[src/rtl/pwm_generator.sv]
// Fixed-period PWM generator. The duty cycle is taken through a valid/ready
// handshake and applied only at a period boundary or when leaving IDLE.
module pwm_generator #(
    parameter int unsigned CNT_W = 4
) (
    input  logic             clk_3125KHz,
    input  logic             reset,
    input  logic             enable,
    input  logic [CNT_W-1:0] duty_cycle,
    input  logic             duty_valid,
    output logic             duty_ready,
    output logic             pwm_signal,
    output logic             period_done
);

    localparam logic [CNT_W-1:0] CNT_MAX = '1;

    typedef enum logic [1:0] {
        IDLE,
        RUN,
        STOP_PEND
    } state_t;

    state_t           state;
    state_t           state_nxt;
    logic [CNT_W-1:0] cnt;
    logic [CNT_W-1:0] cnt_nxt;
    logic [CNT_W-1:0] active_duty;
    logic [CNT_W-1:0] active_duty_nxt;
    logic [CNT_W-1:0] pending_duty;
    logic [CNT_W-1:0] pending_duty_nxt;
    logic             pending_flag;
    logic             pending_flag_nxt;
    logic             at_boundary;
    logic             accept;
    logic             load_duty;
    logic             running_nxt;
    logic             pwm_nxt;
    logic             period_done_nxt;

    // Next-state, counter and duty-transfer decisions
    always_comb begin
        state_nxt   = state;
        cnt_nxt     = cnt;
        load_duty   = 1'b0;
        at_boundary = (state != IDLE) && (cnt == CNT_MAX);

        case (state)
            IDLE: begin
                cnt_nxt = '0;
                if (enable) begin
                    state_nxt = RUN;
                    load_duty = pending_flag;
                end
            end
            RUN: begin
                cnt_nxt = cnt + CNT_W'(1);
                if (at_boundary) begin
                    load_duty = pending_flag;
                    if (!enable) state_nxt = IDLE;
                end else if (!enable) begin
                    state_nxt = STOP_PEND;
                end
            end
            STOP_PEND: begin
                cnt_nxt = cnt + CNT_W'(1);
                if (at_boundary) load_duty = pending_flag;
                if (enable) begin
                    state_nxt = RUN;
                end else if (at_boundary) begin
                    state_nxt = IDLE;
                end
            end
            default: begin
                state_nxt = IDLE;
                cnt_nxt   = '0;
            end
        endcase
    end

    // Duty handshake: a transfer needs pending_flag set, an accept needs it
    // clear, so the two can never happen on the same edge.
    always_comb begin
        accept           = duty_valid && duty_ready;
        pending_flag_nxt = pending_flag;
        pending_duty_nxt = pending_duty;
        active_duty_nxt  = active_duty;
        if (load_duty) begin
            active_duty_nxt  = pending_duty;
            pending_flag_nxt = 1'b0;
        end else if (accept) begin
            pending_duty_nxt = duty_cycle;
            pending_flag_nxt = 1'b1;
        end
    end

    // Outputs are precomputed from next-cycle values so they line up with cnt
    always_comb begin
        running_nxt     = (state_nxt != IDLE);
        pwm_nxt         = running_nxt && (cnt_nxt < active_duty_nxt);
        period_done_nxt = running_nxt && (cnt_nxt == CNT_MAX);
    end

    always_ff @(posedge clk_3125KHz) begin
        if (reset) begin
            state        <= IDLE;
            cnt          <= '0;
            active_duty  <= '0;
            pending_duty <= '0;
            pending_flag <= 1'b0;
            duty_ready   <= 1'b1;
            pwm_signal   <= 1'b0;
            period_done  <= 1'b0;
        end else begin
            state        <= state_nxt;
            cnt          <= cnt_nxt;
            active_duty  <= active_duty_nxt;
            pending_duty <= pending_duty_nxt;
            pending_flag <= pending_flag_nxt;
            duty_ready   <= !pending_flag_nxt;
            pwm_signal   <= pwm_nxt;
            period_done  <= period_done_nxt;
        end
    end

endmodule

[config.mk]
export PLATFORM = sky130hd
export DESIGN_NAME = pwm_generator
export DESIGN_NICKNAME = d
export VERILOG_FILES = /design/src/rtl/pwm_generator.sv
export SDC_FILE = /design/constraint.sdc
export NUM_CORES = 1
export LEC_CHECK = 0
export ABC_AREA = 1
export CAP_MARGIN = 20
export CORE_MARGIN = 2
export CORE_UTILIZATION = 55
export DETAILED_ROUTE_END_ITERATION = 10
export PLACE_DENSITY = 0.77
export SLEW_MARGIN = 20
export SYNTH_ARGS = -nofsm -noshare
export SYNTH_HDL_FRONTEND = slang
export SYNTH_SLANG_ARGS = --single-unit
[constraint.sdc]
create_clock -name clk_3125KHz -period 4.1 [get_ports clk_3125KHz]
set_clock_uncertainty 0.15 [all_clocks]
set_input_delay 1.025 -clock clk_3125KHz [delete_from_list [all_inputs] [get_ports clk_3125KHz]]
set_output_delay 1.025 -clock clk_3125KHz [all_outputs]
set_load 0.02 [all_outputs]
# After elaboration in Yosys (flattened, before gate mapping)
# Cells that the tools add are included.
# op_classes
add_sub_neg	1
multipliers	0
div	0
magnitude_cmp	1
eq_ne	4
shifts	0
muxes	14
n_bitwise	1
n_reduce_logical	10
# op_table
cell	count
$mux 2	6
$eq 4x4->1 const B	2
$mux 4	2
$pmux 2 s3	1
$add 4x1->4 const B	1
$logic_and 1x1->1	4
$lt 4x4->1	1
$mux 1	4
$reduce_bool 2->1	2
$eq 2x1->1 const B	1
$eq 2x2->1 const B	1
$logic_not 2->1	1
$pmux 1 s2	1
$reduce_and 2->1	1
$reduce_or 2->1	1
$logic_not 1->1	1
$not 1->1	1
# word_totals
register_bits	18
latchBits	0
ram_bits	0
mem_bits_ro	0
inputBits	8
out_inout_bits	3
elab_cells	39
memories	0

# Logic depth before layout (Yosys ltp)
# logic_depth
word_depth	7
ltp_mapped	13
mapped_depth_nobuf	13

# Least setup slack after synthesis
# OpenSTA, ideal clock, no wires.
# synth_path
path_type	input-to-reg
startpoint	in enable
endpoint	reg pwm_signal
setup_ns	0.066
arrival_time_ns	2.229
required_ns	3.884
setup_slack_ns	1.655
cell_stages	10
n_path_buf	0
path_cell_list	nor2_1 nor2_4 nand2_4 nor2_1 a21oi_1 ha_1 a211o_1 inv_1 nand2_1 a21oi_2
# synth_via
elab_chain_cells	5
elab_cells_between_ends	12
classes_between	order compare (1); mux (9); reduce/logical (2)
# synth_lines
element	line	source
start: declaration	8	input logic enable,
$mux 1, or another cell as far along	51	if (enable) begin
$pmux 1 s2 / $mux 2 (equally long branches)	48, 58	
$mux 4 / $pmux 2 s3 (equally long branches)	88, 48	
$lt 4x4->1 / $reduce_bool 2->1 (equally long branches)	100, 99	
$logic_and 1x1->1 *	100	pwm_nxt = running_nxt && (cnt_nxt < active_duty_nxt);
end signal: assignment	121	pwm_signal <= pwm_nxt;
end: declaration	12	output logic pwm_signal,
# Every way passes the cells marked *; elsewhere a longest branch is shown, timed or not.
# A chain may end at the register's enable or synchronous reset.

# Worst setup path after layout
# Same ends and word-level chain as after synthesis.

==> results.txt <==
Fillers -> 135
Synth Register Bits -> 18
First-pass GRT wire length -> 2704 um
Fin crit period -> 2.776 ns
Place WS -> 1.024 ns
1st-iter DRT viols -> 1
WL final -> 1479 um
Fin area -> 0.001045 mm2
Die Area -> 0.001960 mm2
Tcrit/Tclk final -> 67.71%
PnR worst setup slack -> 1.324 ns
Vias in the first global route -> 697
Hpwl dp -> 1239 um
Share of layout cells above drive strength 1 -> 9.302%
CTS root buffer -> clkbuf_4
Setup Buffers After CTS -> 0
Worst-margin pin slew -> 0.4146 ns
Crit path max-delay cell type -> clkdlybuf4s50_1
CP arrival -> 2.87 ns
Die width -> 44.28 um
Final TNS setup -> 0 ns
Sequential-to-total area share from yosys stat -> 40.39%
Bufs on Longest Clock Path -> 2
Slew Limit Fails -> 0
WP data required -> 4.19 ns
Slew Limit Headroom -> 72.28%
Dominant cells by area after synthesis -> dfxtp_1 (40%), ha_1 (11%), inv_1 (8.0%), nand2_1 (7.2%), nor2_1 (6.7%)
Post-Syn Area -> 892.1 um2
DR vias -> 740
Post-Layout Cell Count -> 145
Final antenna-violating net count -> 0
CP max stage delay -> 0.48 ns
Critical Path Stages -> 11
Post-CTS sizing -> 0
Reg clk slew, reported paths -> 0.10 ns
RePlAce Congestion -> 0.8505
Placed Cells -> 141
Worst path cell trace -> clkdlybuf4s50_1, nor2_1, nor2_4, nand2_4, nor2_1, a21oi_1, ha_1, a211o_1, inv_1, nand2_1, a21oi_2
WP buf/inv -> 2
Layout overhead on the synthesized area -> 17.11%
Routed WL per cell -> 10.20 um
Total CTS buffers -> 3
Critical path class -> in2reg
Pwr dens -> 360.7 mW/mm2
Die height -> 44.28 um
Synth warn -> 0
Highest net fanout along the worst path -> 9
Syn nets -> 132
Initial Utilization -> 59.22%
RSZ-0062 raised after global routing -> false
CP Capture Type -> register
Hold Slack -> 0.3104 ns
Number of H-tree levels -> 1
Clk Latency, worst-skew pair -> 0.30 ns
CTS tree -> yes
FF-to-FF path depth -> 12
First-pass detailed-route iteration total -> 4
Worst Hold Class -> reg2reg
Critical path's top delay family -> buffers and inverters
DRC violations left -> 0
Mapped Cells -> 116
Hold Violations, Final -> 0
Cts hold-fix bufs -> 0
Cell accounting for the most synthesized area -> dfxtp_1
Outcome -> finished clean
Pwr Total -> 0.3768 mW
Final nets -> 146
Core Area -> 0.001506 mm2
GRT Residual Overflow -> 0
Max cap viols -> 0
Startpoint Class -> input pin
Post-synth top area share -> 40.39%
Initial antenna violation count -> 0
P_leak -> 0.4784 nW
Fmax -> 360.2 MHz
Clock sinks -> 18
Hold path depth -> 2
Mapped Avg Cell Area -> 7.691 um2
Synth unique cells -> 21
Post-layout util -> 69.35%
Placed cell areas -> 0.001008 mm2
Peak supply drop -> 0.2597 mV
Std-Cell Rows -> 14
Io pins -> 11
N_diodes -> 0
Total Routing Usage GR -> 18.23%
I/O Buffers -> 10
Critical Path Most Common Cell -> nor2_1
Largest net degree at the start of global routing -> 13
Post-DR vias/cell -> 5.103
Endpoints failing setup -> 0
## state kept, by name, indices dropped and copies added, names as in the netlist
register and cells:
active_duty 4, cnt 4, duty_ready 1, pending_duty 4
pending_flag 1, period_done 1, pwm_signal 1, state 2
## cells in the final DEF, fill, tap and decap left out
cell / instances
nor4_1: 1
ha_1: 8
dfxtp_1: 18
nand2_4: 1
a211o_1: 1
nand3_1: 7
nand2_2: 2
inv_1: 19
clkbuf_8: 1
nand3_4: 1
nand3b_1: 1
nand4_1: 1
nor2_1: 16
inv_2: 1
o21ai_0: 4
a21oi_1: 10
nor3_1: 3
a21oi_2: 1
clkdlybuf4s50_1: 10
nand2_1: 17
nor2_4: 2
a21o_1: 1
clkbuf_4: 3
## synthesized netlist by cell type
master,n
inv_1,19
dfxtp_1,18
nand2_1,17
nor2_1,16
a21oi_1,10
ha_1,8
nand3_1,7
o21ai_0,4
nor3_1,3
nand2_2,2
nor2_4,2
a211o_1,1
a21o_1,1
a21oi_2,1
clkbuf_1,1
inv_2,1
nand2_4,1
nand3_4,1
nand3b_1,1
nand4_1,1
nor4_1,1
## per-layer routing
layer	global-route usage (%)	routed length, um	up-vias
met5	0	0	-
met4	7.273	28	0
met1	21.34	645	331
met2	33.24	766	9
li1	-	-	395
met3	2.449	38	5
## report_power, final
| part | leakage (nW) | switching, mW | internal (mW) |
|---|---|---|---|
| clock | 0.0210 | 0.0553 | 0.0542 |
| sequential | 0.147 | 0.00589 | 0.187 |
| combinational | 0.310 | 0.0437 | 0.0307 |
## worst paths after layout
| kind | startpoint | to | slack (ns) |
|---|---|---|---|
| worst max-delay path | enable | pwm_signal | 1.32 |
| worst min-delay path | pending_duty[3] | pending_duty[3] | 0.31 |
| worst max register to register | state[0] | pwm_signal | 1.66 |
| worst min register to register | pending_duty[3] | pending_duty[3] | 0.31 |
## final cells by class
cell class / count / area, um2 / share of cell area (%)
clock buffers: 4 / 36.28 / 3.473
inverters: 20 / 75.07 / 7.186
multi-input cells: 77 / 452.9 / 43.35
flip-flops and latches: 18 / 360.3 / 34.49
well taps: 16 / 20.02 / 1.916
repair buffers: 10 / 100.1 / 9.581
## cell families after synthesis
| logic type | Yosys count | share of synthesized area [%] |
|---|---|---|
| AND/OR/NAND/NOR | 52 | 28.89 |
| buffers and inverters | 21 | 8.835 |
| flip-flops | 18 | 40.39 |
| AO/OA/AOI/OAI | 17 | 10.66 |
| adder cells (fa/ha/maj) | 8 | 11.22 |
## worst register-to-register path, cell delays in order, from the launching register on
cell	delay (ns)
dfxtp_1	0.39
inv_1	0.10
ha_1	0.38
nor2_1	0.23
nor2_4	0.07
nand2_4	0.13
nor2_1	0.06
a21oi_1	0.16
ha_1	0.28
a211o_1	0.26
inv_1	0.05
nand2_1	0.06
a21oi_2	0.09
Power figures use the tool's default switching activity.
